[config.mk]
export PLATFORM = sky130hd
export DESIGN_NAME = regfile_sb
export DESIGN_NICKNAME = d
export VERILOG_FILES = /design/src/rtl/regfile_sb.sv
export SDC_FILE = /design/constraint.sdc
export NUM_CORES = 2
export LEC_CHECK = 0
export ABC_AREA = 1
export CORE_ASPECT_RATIO = 0.6
export CORE_MARGIN = 2
export CORE_UTILIZATION = 40
export DETAILED_ROUTE_END_ITERATION = 8
export GPL_ROUTABILITY_DRIVEN = 0
export PLACE_DENSITY = 0.67
export SYNTH_ARGS = -nofsm -noshare
export SYNTH_HDL_FRONTEND = slang
export SYNTH_SLANG_ARGS = --single-unit
export TNS_END_PERCENT = 5
[constraint.sdc]
create_clock -name clk -period 3 [get_ports clk]
set_input_delay 0.45 -clock clk [delete_from_list [all_inputs] [get_ports clk]]
set_output_delay 0.45 -clock clk [all_outputs]
set_load 0.02 [all_outputs]
[src/rtl/regfile_sb.sv]
// regfile_sb: register file with hardwired-zero r0, two async read ports, one sync write port and a busy scoreboard.
// Ports: clk, rst (sync, active-high); raddr1/raddr2 -> rdata1/rdata2, rbusy1/rbusy2 (combinational);
// we/waddr/wdata writeback port; mark_en/mark_addr sets a busy bit; busy_vec is the registered scoreboard.
// Optional macro REGFILE_SB_BYPASS_EN forwards same-cycle writeback data and busy clearing to the read ports.
module regfile_sb #(
  parameter int XLEN = 32,
  parameter int NREGS = 32,
  localparam int AW = $clog2(NREGS)
) (
  input  logic            clk,
  input  logic            rst,
  input  logic [AW-1:0]   raddr1,
  input  logic [AW-1:0]   raddr2,
  output logic [XLEN-1:0] rdata1,
  output logic [XLEN-1:0] rdata2,
  output logic            rbusy1,
  output logic            rbusy2,
  input  logic            we,
  input  logic [AW-1:0]   waddr,
  input  logic [XLEN-1:0] wdata,
  input  logic            mark_en,
  input  logic [AW-1:0]   mark_addr,
  output logic [NREGS-1:0] busy_vec
);
  logic [XLEN-1:0] regs [NREGS];
  logic [NREGS-1:0] busy;
  logic wv, mv, hit1, hit2, remark;
  assign wv = we && waddr != '0;
  assign mv = mark_en && mark_addr != '0;
  always_ff @(posedge clk) begin
    if (rst) begin
      for (int i = 0; i < NREGS; i++) regs[i] <= '0;
      busy <= '0;
    end else begin
      if (wv) begin
        regs[waddr] <= wdata;
        busy[waddr] <= 1'b0;
      end
      // issued after the write so a same-address mark leaves the register busy
      if (mv) busy[mark_addr] <= 1'b1;
    end
  end
  assign busy_vec = busy;
  assign remark = mv && mark_addr == waddr;
`ifdef REGFILE_SB_BYPASS_EN
  assign hit1 = wv && waddr == raddr1;
  assign hit2 = wv && waddr == raddr2;
`else
  assign hit1 = 1'b0;
  assign hit2 = 1'b0;
`endif
  always_comb begin
    rdata1 = hit1 ? wdata : raddr1 == '0 ? '0 : regs[raddr1];
    rdata2 = hit2 ? wdata : raddr2 == '0 ? '0 : regs[raddr2];
    rbusy1 = hit1 ? remark : busy[raddr1];
    rbusy2 = hit2 ? remark : busy[raddr2];
  end
endmodule
Word level (Yosys, flattened, before mapping)
Memories as Yosys holds them, arrays and structs flattened.
Cells that the tools add are included.
{"block": "word_totals", "ff_bits": 32, "ram_bits": 1024, "in_bits": 56, "out_inout_bits": 98, "memories": 1}
{"memory": "regs", "depth": 32, "width": 32, "read_ports": 2, "rd_ports_with_merged_regs": 0, "wr": 32, "line": "25", "source": "logic [XLEN-1:0] regs [NREGS];"}
{"block": "op_classes", "order_cmp": 6, "mux": 21, "n_bitwise": 3, "n_reduce_logical": 9}
{"op": "$mux 32", "count": 6}
{"op": "$and 32x32->32", "count": 1}
{"op": "$not 32->32", "count": 1}
{"op": "$or 32x32->32", "count": 1}
{"op": "$reduce_or 32->1", "count": 1}
{"op": "$lt 5x6->1 const B", "count": 4}
{"op": "$bmux 1 s5", "count": 2}
{"op": "$demux 1 s5", "count": 2}
{"op": "$ge 5x1->1 const B", "count": 2}
{"op": "$logic_not 5->1", "count": 2}
{"op": "$mux 1", "count": 10}
{"op": "$reduce_bool 5->1", "count": 2}
{"op": "$mux 5", "count": 1}
{"op": "$logic_and 1x1->1", "count": 4}

Logic depth before layout (Yosys ltp)
{"block": "depth", "depth_word": 10, "mapped_depth": 12, "ltp_nobuf": 9}

Worst setup path before layout
No wires, ideal clock.
{"block": "synth_timing", "kind": "input -> register", "start": "in waddr[0]", "end": "mem regs[29][0] (enable)", "setup_ns": 0.389, "arrival_ns": 2.179, "path_slack_ns": 0.432, "cell_stages": 5, "path_buffers": 1, "cell_sequence": "inv_1 > nor2_2 > nand3_2 > clkbuf_1 > nand2_1"}
{"element": "from (decl)", "line": "19", "source": "input logic [AW-1:0] waddr,"}
{"element": "to (decl)", "line": "25"}

Worst setup path after layout
{"block": "layout_timing", "start": "in raddr2[0]", "end": "out rdata2[6]"}
{"block": "layout_between", "elab_chain_len": 2}
{"element": "from (decl)", "line": "13", "source": "input logic [AW-1:0] raddr2,"}
{"element": "$mem_v2 32x32 or $logic_not 5->1 (tied branches)"}
{"element": "$mux 32 (*)", "line": "54", "source": "rdata2 = hit2 ? wdata : raddr2 == '0 ? '0 : regs[raddr2];"}
{"element": "to (decl)", "line": "15", "source": "output logic [XLEN-1:0] rdata2,"}
Every way passes the cells marked *; elsewhere a longest branch is shown, timed or not.

==> qor.yml <==
status: "finished, final reports clean"
met2_length_um: 97900
dp_hpwl_um: 158000
grt_overflow_total: 0
num_rows: 108
drt-initial-drc-count: 12600
power.density_mw_per_mm2: 529
cts_root_buffer: "clkbuf_16"
clockBufferDepth: 3
cp_data_arrival_time_ps: 2490
worstSetupPathType: "primary input to output pin"
finalWorstSetupSlack_ps: 64.8
track_usage: 0.330
async_reset_ff_frac: 0
tritoncts: "done"
grt_pass1_vias: 54100
ir_drop_uv: 449
hold_start: "rst"
dpl-instance-area_mm2: 0.0652
synth_ff_type: "edfxtp_1"
yosys.area.top_type: "edfxtp_1"
core_area_mm2: 0.145
yosysTopAreaCellShare: 0.527
hold_end: "busy_vec[0]"
synth_common_cells: "nand2_1 (2617), nand3_1 (1453), nor2_1 (1287), edfxtp_1 (1024), clkbuf_1 (363)"
synth_area_leaders: "edfxtp_1 (53%), nand2_1 (17%), nand3_1 (12%)"
synthCells: 7514
wl_met3_um: 50000
end_kind: "output pin"
path_cells: "buf_8 -> buf_12 -> buf_12 -> buf_4 -> nor2_1 -> nor2_1 -> o21ai_0 -> o21ai_0 -> nor2_1 -> nor2_1 -> nor2_1 -> nor2_1 -> buf_4 -> buf_4"
hold_path_class: "primary input to flop"
port_buffers: 153
slowest_stage: "buf_4"
drt_pre_antenna_iters: 7
r2r-start: "busy_vec[1]"
grt_pass1_wl_um: 365000
cp_common_cell: "nor2_1"
synth_most_common_cell: "nand2_1"
r2r_cells: 3
crit_required_ps: 2550
cts_hold_buf: 0
critical_path_buf_inv_count: 6
io-pin-count: 154
synth_seq_cells: 1056
vias: 59000
die_x_um: 497
clock_sinks: 1056
drive_above_1_share: 0.100
area_growth_pct: 17.0
cp_max_fo: 57
synth-edff-count: 1024
yosysWarnings: 0
worstSetupStartpointType: "primary input"
synth.distinct_cells: 26
p_leak_nw: 28.6
finalPower_w: 0.0361
clkLatencyLatePin_ps: 730
r2r_end: "busy_vec[1]"
finClkSkew_ps: 0
maxSlewViolCount: 0
wl_um: 255000
hold_depth: 3
start_util: 0.403
dp_slack_ps: -256
setup_violations: 0
avgViaCountPerCell: 6.12
final_nets: 7692
grt_max_degree: 77
slowest_delay_ps: 310
clkSlewWorstSetupHoldPaths_ps: 60
n_fill_cell: 13600
m1WireLength_um: 96500
routed.top_layer: "met5"
routedWlPerCell_um: 26.4
cts_max_level: 3
avgSynthCellArea_um2: 7.77
layout_min_cycle_time_ps: 2940
reg2reg_slack_ps: 2160
die_h_um: 300
die_area_mm2: 0.149
numCtsBuffers: 99
drv_cap: 0
synth_area_mm2: 0.0584
slew_headroom: 0.444
antenna_found_initial: 7
hold_viol: 0
drc: 0
seq_area_frac_synth: 0.538
final_area_mm2: 0.0683
rsz0062_at_grt: "no"
fin_crit_sh: 0.978
critPathTopFamily: "buffers and inverters"
ant_nets: 0
max_freq_ghz: 0.341
tightest_slew_ps: 834
worst max path at each step:
stage	from	to	slack, ps	cells after the start
floorplan	waddr[0]	regs[29][0]	430	5
global placement	raddr1[0]	rdata1[20]	-230	11
finish	raddr2[0]	rdata2[6]	60	14
detailed placement	raddr1[0]	rdata1[20]	-260	11
CTS	raddr1[0]	rdata1[3]	-10	13
global route	raddr2[0]	rdata2[14]	0.7	15
worst register-to-register path, delay by kind of cell (launching register included):
family,cells,cell delay (ps)
flip-flops,1,420
buffers and inverters,1,180
AND/OR/NAND/NOR,1,80
AO/OA/AOI/OAI,1,100
metrics by stage:
| step | cells | setup TNS (ps) | hold slack, ps | utilization |
|---|---|---|---|---|
| after floorplan | 7545 | 0 | 532 | - |
| after global placement | 9460 | -1220 | 486 | 0.450 |
| after detailed placement | 9460 | -1190 | 481 | 0.450 |
| after CTS | 9638 | -12.2 | 327 | 0.471 |
| after global routing | 9638 | 0 | 374 | 0.472 |
| final | 9639 | 0 | 391 | 0.472 |
cells by family (layout without fill, tap and decap cells):
kind of cell,Yosys count,after routing,share of synthesized area
buf+inv,768,936,0.0547
compound gates,305,305,0.0263
flops,1056,1056,0.538
other cells,1,33,0.0000643
simple gates,5384,5384,0.381
flip-flops by register name, indices dropped and copies added, names as in the netlist:
| register | count |
|---|---|
| busy_vec | 32 |
| regs | 1024 |
placed cells by master (no fill, tap or decap), drive strengths merged, types with 11 or more instances in the layout:
master | netlist | final
a21oi | 120 | 120
buf | 292 | 543
clkbuf | 363 | 113
clkdlybuf4s50 | 0 | 76
clkinv | 2 | 54
conb | 1 | 32
dfxtp | 32 | 32
dlygate4sd2 | 0 | 15
dlymetal6s2s | 0 | 11
edfxtp | 1024 | 1024
inv | 111 | 112
nand2 | 2617 | 2617
nand3 | 1466 | 1466
nor2 | 1289 | 1289
o21ai | 181 | 181
layout make-up:
class | count | area, um^2 | area share
sequential | 1056 | 31400 | 0.460
multi-input combinational | 5721 | 24100 | 0.352
timing repair buffer | 645 | 6880 | 0.101
clock buffer | 113 | 2550 | 0.0374
tap | 1925 | 2410 | 0.0353
clock inverter | 65 | 485 | 0.00711
inverter | 113 | 480 | 0.00704
antenna | 1 | 2.50 | 0.0000367
what timing repair did:
| action | 4_1_cts | 5_1_grt |
|---|---|---|
| endpoints found under the setup margin | 29 | 22 |
| buffers inserted | 0 | 0 |
| gates resized for setup | 33 | 23 |
report_power, final:
group          leakage [nW]  switching [W]  internal, W
Sequential             10.0       0.000472       0.0170
Clock                  1.48        0.00614      0.00654
Combinational          17.1        0.00411      0.00186
Total                  28.6         0.0107       0.0254
layer usage:
| metal | global-route usage | vias up |
|---|---|---|
| li1 | - | 25000 |
| met1 | 0.477 | 27500 |
| met2 | 0.441 | 5778 |
| met3 | 0.133 | 786 |
| met4 | 0.116 | 14 |
| met5 | 0.00376 | - |
Power figures use the tool's default switching activity.
